File: src/rtl/draw_scheduler.sv
`default_nettype none
// +----------------------------------------------------------------------------+
// | Module      : draw_scheduler                                               |
// | Description : Shares the single-pixel framebuffer write port between a     |
// |               full-screen clear sweep and a queued line_drawer stream.     |
// | Revision    : 1.0 - initial release                                        |
// +----------------------------------------------------------------------------+
module draw_scheduler #(
  parameter int X_W      = 11,
  parameter int Y_W      = 11,
  parameter int SCREEN_W = 640,
  parameter int SCREEN_H = 480,
  parameter int QDEPTH   = 4
) (
  input  logic           clk,
  input  logic           reset_n,
  input  logic           clear_req,
  input  logic           cmd_valid,
  output logic           cmd_ready,
  input  logic [X_W-1:0] cmd_x0,
  input  logic [X_W-1:0] cmd_x1,
  input  logic [Y_W-1:0] cmd_y0,
  input  logic [Y_W-1:0] cmd_y1,
  input  logic           cmd_color,
  output logic           ld_start,
  output logic [X_W-1:0] ld_x0,
  output logic [X_W-1:0] ld_x1,
  output logic [Y_W-1:0] ld_y0,
  output logic [Y_W-1:0] ld_y1,
  input  logic [X_W-1:0] ld_x,
  input  logic [Y_W-1:0] ld_y,
  input  logic           ld_valid,
  input  logic           ld_done,
  output logic [X_W-1:0] fb_x,
  output logic [Y_W-1:0] fb_y,
  output logic           fb_color,
  output logic           fb_write,
  output logic           busy
);

  localparam int PW = (QDEPTH > 1) ? $clog2(QDEPTH) : 1;
  localparam int CW = PW + 1;
  localparam logic [CW-1:0]  DEPTH_C = CW'(QDEPTH);
  localparam logic [X_W-1:0] X_LAST  = X_W'(SCREEN_W - 1);
  localparam logic [Y_W-1:0] Y_LAST  = Y_W'(SCREEN_H - 1);
  localparam logic [X_W-1:0] X_LIM   = X_W'(SCREEN_W);
  localparam logic [Y_W-1:0] Y_LIM   = Y_W'(SCREEN_H);

  typedef enum logic [1:0] {
    IDLE  = 2'd0,
    CLEAR = 2'd1,
    LOAD  = 2'd2,
    DRAW  = 2'd3
  } state_t;

  state_t state;
  state_t state_nx;

  // Line-command FIFO storage and bookkeeping
  logic [X_W-1:0] q_x0 [QDEPTH];
  logic [X_W-1:0] q_x1 [QDEPTH];
  logic [Y_W-1:0] q_y0 [QDEPTH];
  logic [Y_W-1:0] q_y1 [QDEPTH];
  logic           q_c  [QDEPTH];
  logic [PW-1:0]  wr_ptr;
  logic [PW-1:0]  rd_ptr;
  logic [CW-1:0]  count;
  logic           push;
  logic           pop;
  logic           full;
  logic           empty;

  // Clear sweep and dispatch control
  logic [X_W-1:0] cx;
  logic [Y_W-1:0] cy;
  logic           cx_last;
  logic           cy_last;
  logic           clear_pend;
  logic           enter_clear;
  logic           load_head;
  logic           line_color;
  logic           pix_in_range;

  assign full      = (count == DEPTH_C);
  assign empty     = (count == '0);
  assign cmd_ready = ~full;
  assign push      = cmd_valid & ~full;
  // The pop happens in LOAD; the head was already copied out on the way in.
  assign pop       = (state == LOAD);

  assign cx_last      = (cx == X_LAST);
  assign cy_last      = (cy == Y_LAST);
  assign pix_in_range = (ld_x < X_LIM) && (ld_y < Y_LIM);

  assign ld_start = (state == LOAD);
  assign busy     = (state != IDLE);

  // FIFO payload write; contents need no reset because occupancy gates reads
  always_ff @(posedge clk) begin
    if (push) begin
      q_x0[wr_ptr] <= cmd_x0;
      q_x1[wr_ptr] <= cmd_x1;
      q_y0[wr_ptr] <= cmd_y0;
      q_y1[wr_ptr] <= cmd_y1;
      q_c[wr_ptr]  <= cmd_color;
    end
  end

  // FIFO pointers wrap naturally since QDEPTH is a power of two
  always_ff @(posedge clk or negedge reset_n) begin
    if (!reset_n) begin
      wr_ptr <= '0;
      rd_ptr <= '0;
      count  <= '0;
    end else begin
      if (push) wr_ptr <= wr_ptr + 1'b1;
      if (pop)  rd_ptr <= rd_ptr + 1'b1;
      case ({push, pop})
        2'b10:   count <= count + 1'b1;
        2'b01:   count <= count - 1'b1;
        default: count <= count;
      endcase
    end
  end

  // Next-state selection; a pending clear always beats a queued line
  always_comb begin
    state_nx = state;
    case (state)
      IDLE: begin
        if (clear_pend || clear_req) state_nx = CLEAR;
        else if (!empty)             state_nx = LOAD;
      end
      CLEAR: begin
        if (cx_last && cy_last) state_nx = IDLE;
      end
      LOAD: state_nx = DRAW;
      DRAW: begin
        if (ld_done) state_nx = IDLE;
      end
      default: state_nx = IDLE;
    endcase
  end

  assign enter_clear = (state == IDLE) && (state_nx == CLEAR);
  assign load_head   = (state == IDLE) && (state_nx == LOAD);

  // State register, clear-request memory and raster counter for the sweep
  always_ff @(posedge clk or negedge reset_n) begin
    if (!reset_n) begin
      state      <= IDLE;
      clear_pend <= 1'b0;
      cx         <= '0;
      cy         <= '0;
    end else begin
      state <= state_nx;
      if (enter_clear)    clear_pend <= 1'b0;
      else if (clear_req) clear_pend <= 1'b1;
      if (enter_clear) begin
        cx <= '0;
        cy <= '0;
      end else if (state == CLEAR) begin
        if (cx_last) begin
          cx <= '0;
          cy <= cy + 1'b1;
        end else begin
          cx <= cx + 1'b1;
        end
      end
    end
  end

  // Copy the FIFO head when heading into LOAD so endpoints are valid with ld_start
  always_ff @(posedge clk or negedge reset_n) begin
    if (!reset_n) begin
      ld_x0      <= '0;
      ld_x1      <= '0;
      ld_y0      <= '0;
      ld_y1      <= '0;
      line_color <= 1'b0;
    end else if (load_head) begin
      ld_x0      <= q_x0[rd_ptr];
      ld_x1      <= q_x1[rd_ptr];
      ld_y0      <= q_y0[rd_ptr];
      ld_y1      <= q_y1[rd_ptr];
      line_color <= q_c[rd_ptr];
    end
  end

  // Registered framebuffer port: sweep pixels in CLEAR, clipped line pixels in DRAW
  always_ff @(posedge clk or negedge reset_n) begin
    if (!reset_n) begin
      fb_x     <= '0;
      fb_y     <= '0;
      fb_color <= 1'b0;
      fb_write <= 1'b0;
    end else begin
      fb_write <= 1'b0;
      if (state == CLEAR) begin
        fb_x     <= cx;
        fb_y     <= cy;
        fb_color <= 1'b0;
        fb_write <= 1'b1;
      end else if ((state == DRAW) && ld_valid && pix_in_range) begin
        fb_x     <= ld_x;
        fb_y     <= ld_y;
        fb_color <= line_color;
        fb_write <= 1'b1;
      end
    end
  end

endmodule
`default_nettype wire

File: config.mk
export PLATFORM = sky130hd
export DESIGN_NAME = draw_scheduler
export DESIGN_NICKNAME = d
export VERILOG_FILES = /design/src/rtl/draw_scheduler.sv
export SDC_FILE = /design/constraint.sdc
export NUM_CORES = 1
export LEC_CHECK = 0
export ABC_AREA = 1
export CAP_MARGIN = 20
export CORE_MARGIN = 2
export CORE_UTILIZATION = 52
export CTS_BUF_LIST = sky130_fd_sc_hd__clkbuf_8
export DETAILED_ROUTE_END_ITERATION = 10
export PLACE_DENSITY_LB_ADDON = 0.1
export SLEW_MARGIN = 30
export SYNTH_ARGS = -nofsm -noshare
export SYNTH_HDL_FRONTEND = slang
export SYNTH_SLANG_ARGS = --single-unit
File: constraint.sdc
create_clock -name clk -period 2.8 [get_ports clk]
set_input_delay 0.42 -clock clk [delete_from_list [all_inputs] [get_ports clk]]
set_output_delay 0.42 -clock clk [all_outputs]
set_load 0.05 [all_outputs]
==> summary.txt <==
Status
  – Status: completed

Finish
  – Area Overhead vs Synth: 23.0%
  – Multi-input logic area: 3100 um^2
  – Layout cells sized above 1: 0.0913
  – Fin nets: 1283
  – Ant. Diodes: 0
  – Layout filler cell count: 1747
  – Register Area: 7940 um^2
  – Fin cells: 1518

Drt
  – Pre-antenna DRT Iters: 4
  – DR iter-0 viols: 569
  – DRC Markers: 0
  – Final Routed Wirelength: 24200 um
  – Vias/cell: 5.21
  – Routed Antenna Nets: 0
  – Routed WL per cell: 15.9 um
  – Vias: 7913

Power and ir drop
  – Pleak: 5.73 nW
  – P per Cell Area: 739 nW/um^2
  – Peak VDD IR: 0.422 mV

Global routing
  – M2 GR Usage: 0.344
  – GR Util All Layers: 0.210
  – Met3 Use GR: 0.0387
  – GRT busiest layer: met2
  – Initial antenna violation count: 0
  – First-pass GRT wire length: 39400 um
  – Grt ovf: 0
  – Largest net degree at the start of global routing: 69
  – Vias in the first global route: 7694
  – Grt met1 use: 0.292

Worst setup path
  – R2R Setup Slk: 850 ps
  – Crit. End Element: primary output
  – CP arrival: 2180 ps
  – CP Launch Type: flop
  – Crit-path slowest cell: clkdlybuf4s50_1
  – Cell breakdown of the critical path: inv_1, nor2_1, clkdlybuf4s50_1
  – Largest fanout on the critical path: 4
  – R2r startpoint: state[1]
  – Critical path data required time: 2380 ps
  – Bufs and invs on worst path: 2
  – Largest stage delay on the critical path: 870 ps
  – Crit path max-delay family: buffers and inverters
  – R2R depth: 8
  – RR Endpoint: count[2]
  – Crit Path Class: reg -> out

Placed design
  – Routability cong.: 0.821
  – # placed instances: 1434
  – Port Buf Inserts: 143
  – Post-detail-place hpwl: 14700 um

Logic synthesis
  – Syn nets: 1119
  – Ys flop type: edfxtp_1
  – Asr flop ratio synth: 0.359
  – Flops & latches, synth: 281
  – Yosys warns: 0
  – Simple-Gate Fraction of Synth Area: 0.166
  – Compound-gate portion of the synthesized area: 0.0882
  – Largest family of logic cells by synthesized area: simple AND/OR/NAND/NOR gates
  – EDFF count, synth: 180
  – Post-synth cell types: 33
  – Netlist Area Pre-Place: 11400 um^2
  – Gate Count Post-Synth: 1038
  – Sequential area share after synthesis: 0.694
  – Syn_area_per_cell: 11.0 um^2
  – Mux cell area share after synthesis: 0
  – Adder-cell share of the synthesized area: 0.00941
  – Post-Synth XOR/XNOR Area: 0.00460

STA
  – Fin crit share: 0.929
  – Fin Setup TNS: 0 ps
  – Slew margin rel.: 0.604
  – Max Freq: 384 MHz
  – WHS: 376 ps
  – Final min period: 2600 ps
  – Final setup vio count: 0
  – Hold Vio Cnt, Final: 0
  – Worst Skew: 28.5 ps
  – Slew Viols, Final: 0
  – RSZ-0062 raised after global routing: false
  – Worst-Margin Slew: 594 ps

Floorplanning
  – Placeable core area: 21700 um^2
  – Initial Utilization: 0.527
  – Rows: 54
  – Die height: 152 um
  – Die Wd: 152 um
  – Ports: 144
  – Die footprint: 23200 um^2

Run
  – Max-Cap Viols: 0

Clocking
  – Root Buffer: clkbuf_8
  – H-tree levels: 2
  – CTS resizes: 0
  – Clock-pin slew on the worst setup and hold paths: 60 ps
  – CTS Sinks: 281
  – Num CTS Buffers: 45
  – Insertion delay to the later sink of the worst-skew pair: 560 ps
  – CTS tree: yes
  – Clock buffer depth: 3

Hold path
  – Hold crit path type: in -> async
## registers in the layout, indices dropped and copies added, names as in the netlist, 44 cells and up
name,flops
q_y1,44
q_x0,44
q_x1,44
q_y0,44
## placed cells by master, fill, tap and decap left out, types with 2 or more instances in the layout
master / count
nand2_1: 261
nor2_1: 117
inv_1: 65
edfxtp_1: 180
nand2_4: 3
o21ai_0: 122
buf_4: 20
nor2_2: 2
clkdlybuf4s50_1: 142
xor2_1: 5
o21ai_2: 7
nor2_4: 6
o22ai_1: 47
dfrtp_1: 99
a21oi_1: 5
ha_1: 7
nand4_1: 12
buf_12: 3
inv_2: 4
nand3b_1: 2
clkinv_1: 5
nand2_2: 4
nand3_1: 50
clkbuf_8: 51
clkinv_2: 6
## where the power goes
group          leakage (nW)  switching (W)  internal (W)
Clock                 0.514        0.00154       0.00167
Combinational          2.24        0.00119      0.000572
Sequential             2.97       0.000243       0.00517
## layer usage
| metal | part of all wire | vias to the layer above |
|---|---|---|
| met3 | 0.051 | 29 |
| met4 | 0.015 | 0 |
| met2 | 0.47 | 193 |
| li1 | - | 3898 |
| met5 | 0 | - |
| met1 | 0.46 | 3793 |
## metrics by stage
stage	util	instance area (um^2)	total power [W]	setup WS [ps]
after global placement	0.609	13200	0.00723	694
after CTS	0.648	14100	0.0105	143
after floorplan	-	11400	0.00653	-742
after global routing	0.648	14100	0.0109	46.2
after detailed placement	0.609	13200	0.00728	684
final	0.648	14100	0.0104	198
## area by class of cell
cell class	count	area share
well taps	280	0.0249
flip-flops and latches	281	0.565
multi-input cells	658	0.220
repair buffers	166	0.117
clock inverters	32	0.0102
inverters	50	0.0133
clock buffers	51	0.0499
## kinds of logic (layout without fill, tap and decap cells)
family,Yosys count,in the layout
xor+xnor,6,6
buf+inv,99,299
simple gates,461,461
flops,281,281
fa+ha+maj,8,8
compound gates,183,183
## Yosys cell counts, types with 2 or more instances
| cell | number | share of area |
|---|---|---|
| nand3b_1 | 2 | 0.0013 |
| ha_1 | 7 | 0.0077 |
| nor2_4 | 2 | 0.0020 |
| clkbuf_1 | 17 | 0.0056 |
| inv_2 | 4 | 0.0013 |
| dfrtp_1 | 101 | 0.22 |
| o21ai_0 | 122 | 0.053 |
| buf_2 | 26 | 0.011 |
| xor2_1 | 5 | 0.0038 |
| edfxtp_1 | 180 | 0.47 |
| nand3_1 | 50 | 0.022 |
| nand4_1 | 12 | 0.0066 |
| buf_6 | 3 | 0.0030 |
| buf_4 | 2 | 0.0013 |
| nand2_4 | 3 | 0.0030 |
| nand2_2 | 4 | 0.0022 |
| nand2_1 | 261 | 0.086 |
| a21oi_1 | 5 | 0.0022 |
| o22ai_1 | 47 | 0.026 |
| inv_1 | 45 | 0.015 |
| nor2_1 | 121 | 0.040 |
| nor2_2 | 2 | 0.0011 |
| o21ai_2 | 7 | 0.0054 |
## worst reg2reg max path, cell delays in order (launching register included)
cell	delay (ps)
dfrtp_1	390
inv_1	100
nor2_1	280
ha_1	200
inv_1	60
fa_1	370
a21oi_1	150
o21ai_0	110
xor2_1	150
## what timing repair did
item / CTS / global route
hold buffers: 1 / 0
setup endpoints to repair: 0 / 0
setup buffers: 0 / 0
endpoints found under the hold margin: 33 / 0
## worst max path at each step
stage | startpoint | endpoint | depth (start not counted)
finish | state[1] | ld_start | 3
global route | state[1] | ld_start | 3
CTS | state[1] | ld_start | 3
detailed placement | cmd_valid | q_x1[1][4] | 5
global placement | cmd_valid | q_y0[1][1] | 5
floorplan | count[0] | q_c[0] | 4
Note: power is estimated with default switching activity, not from simulation.
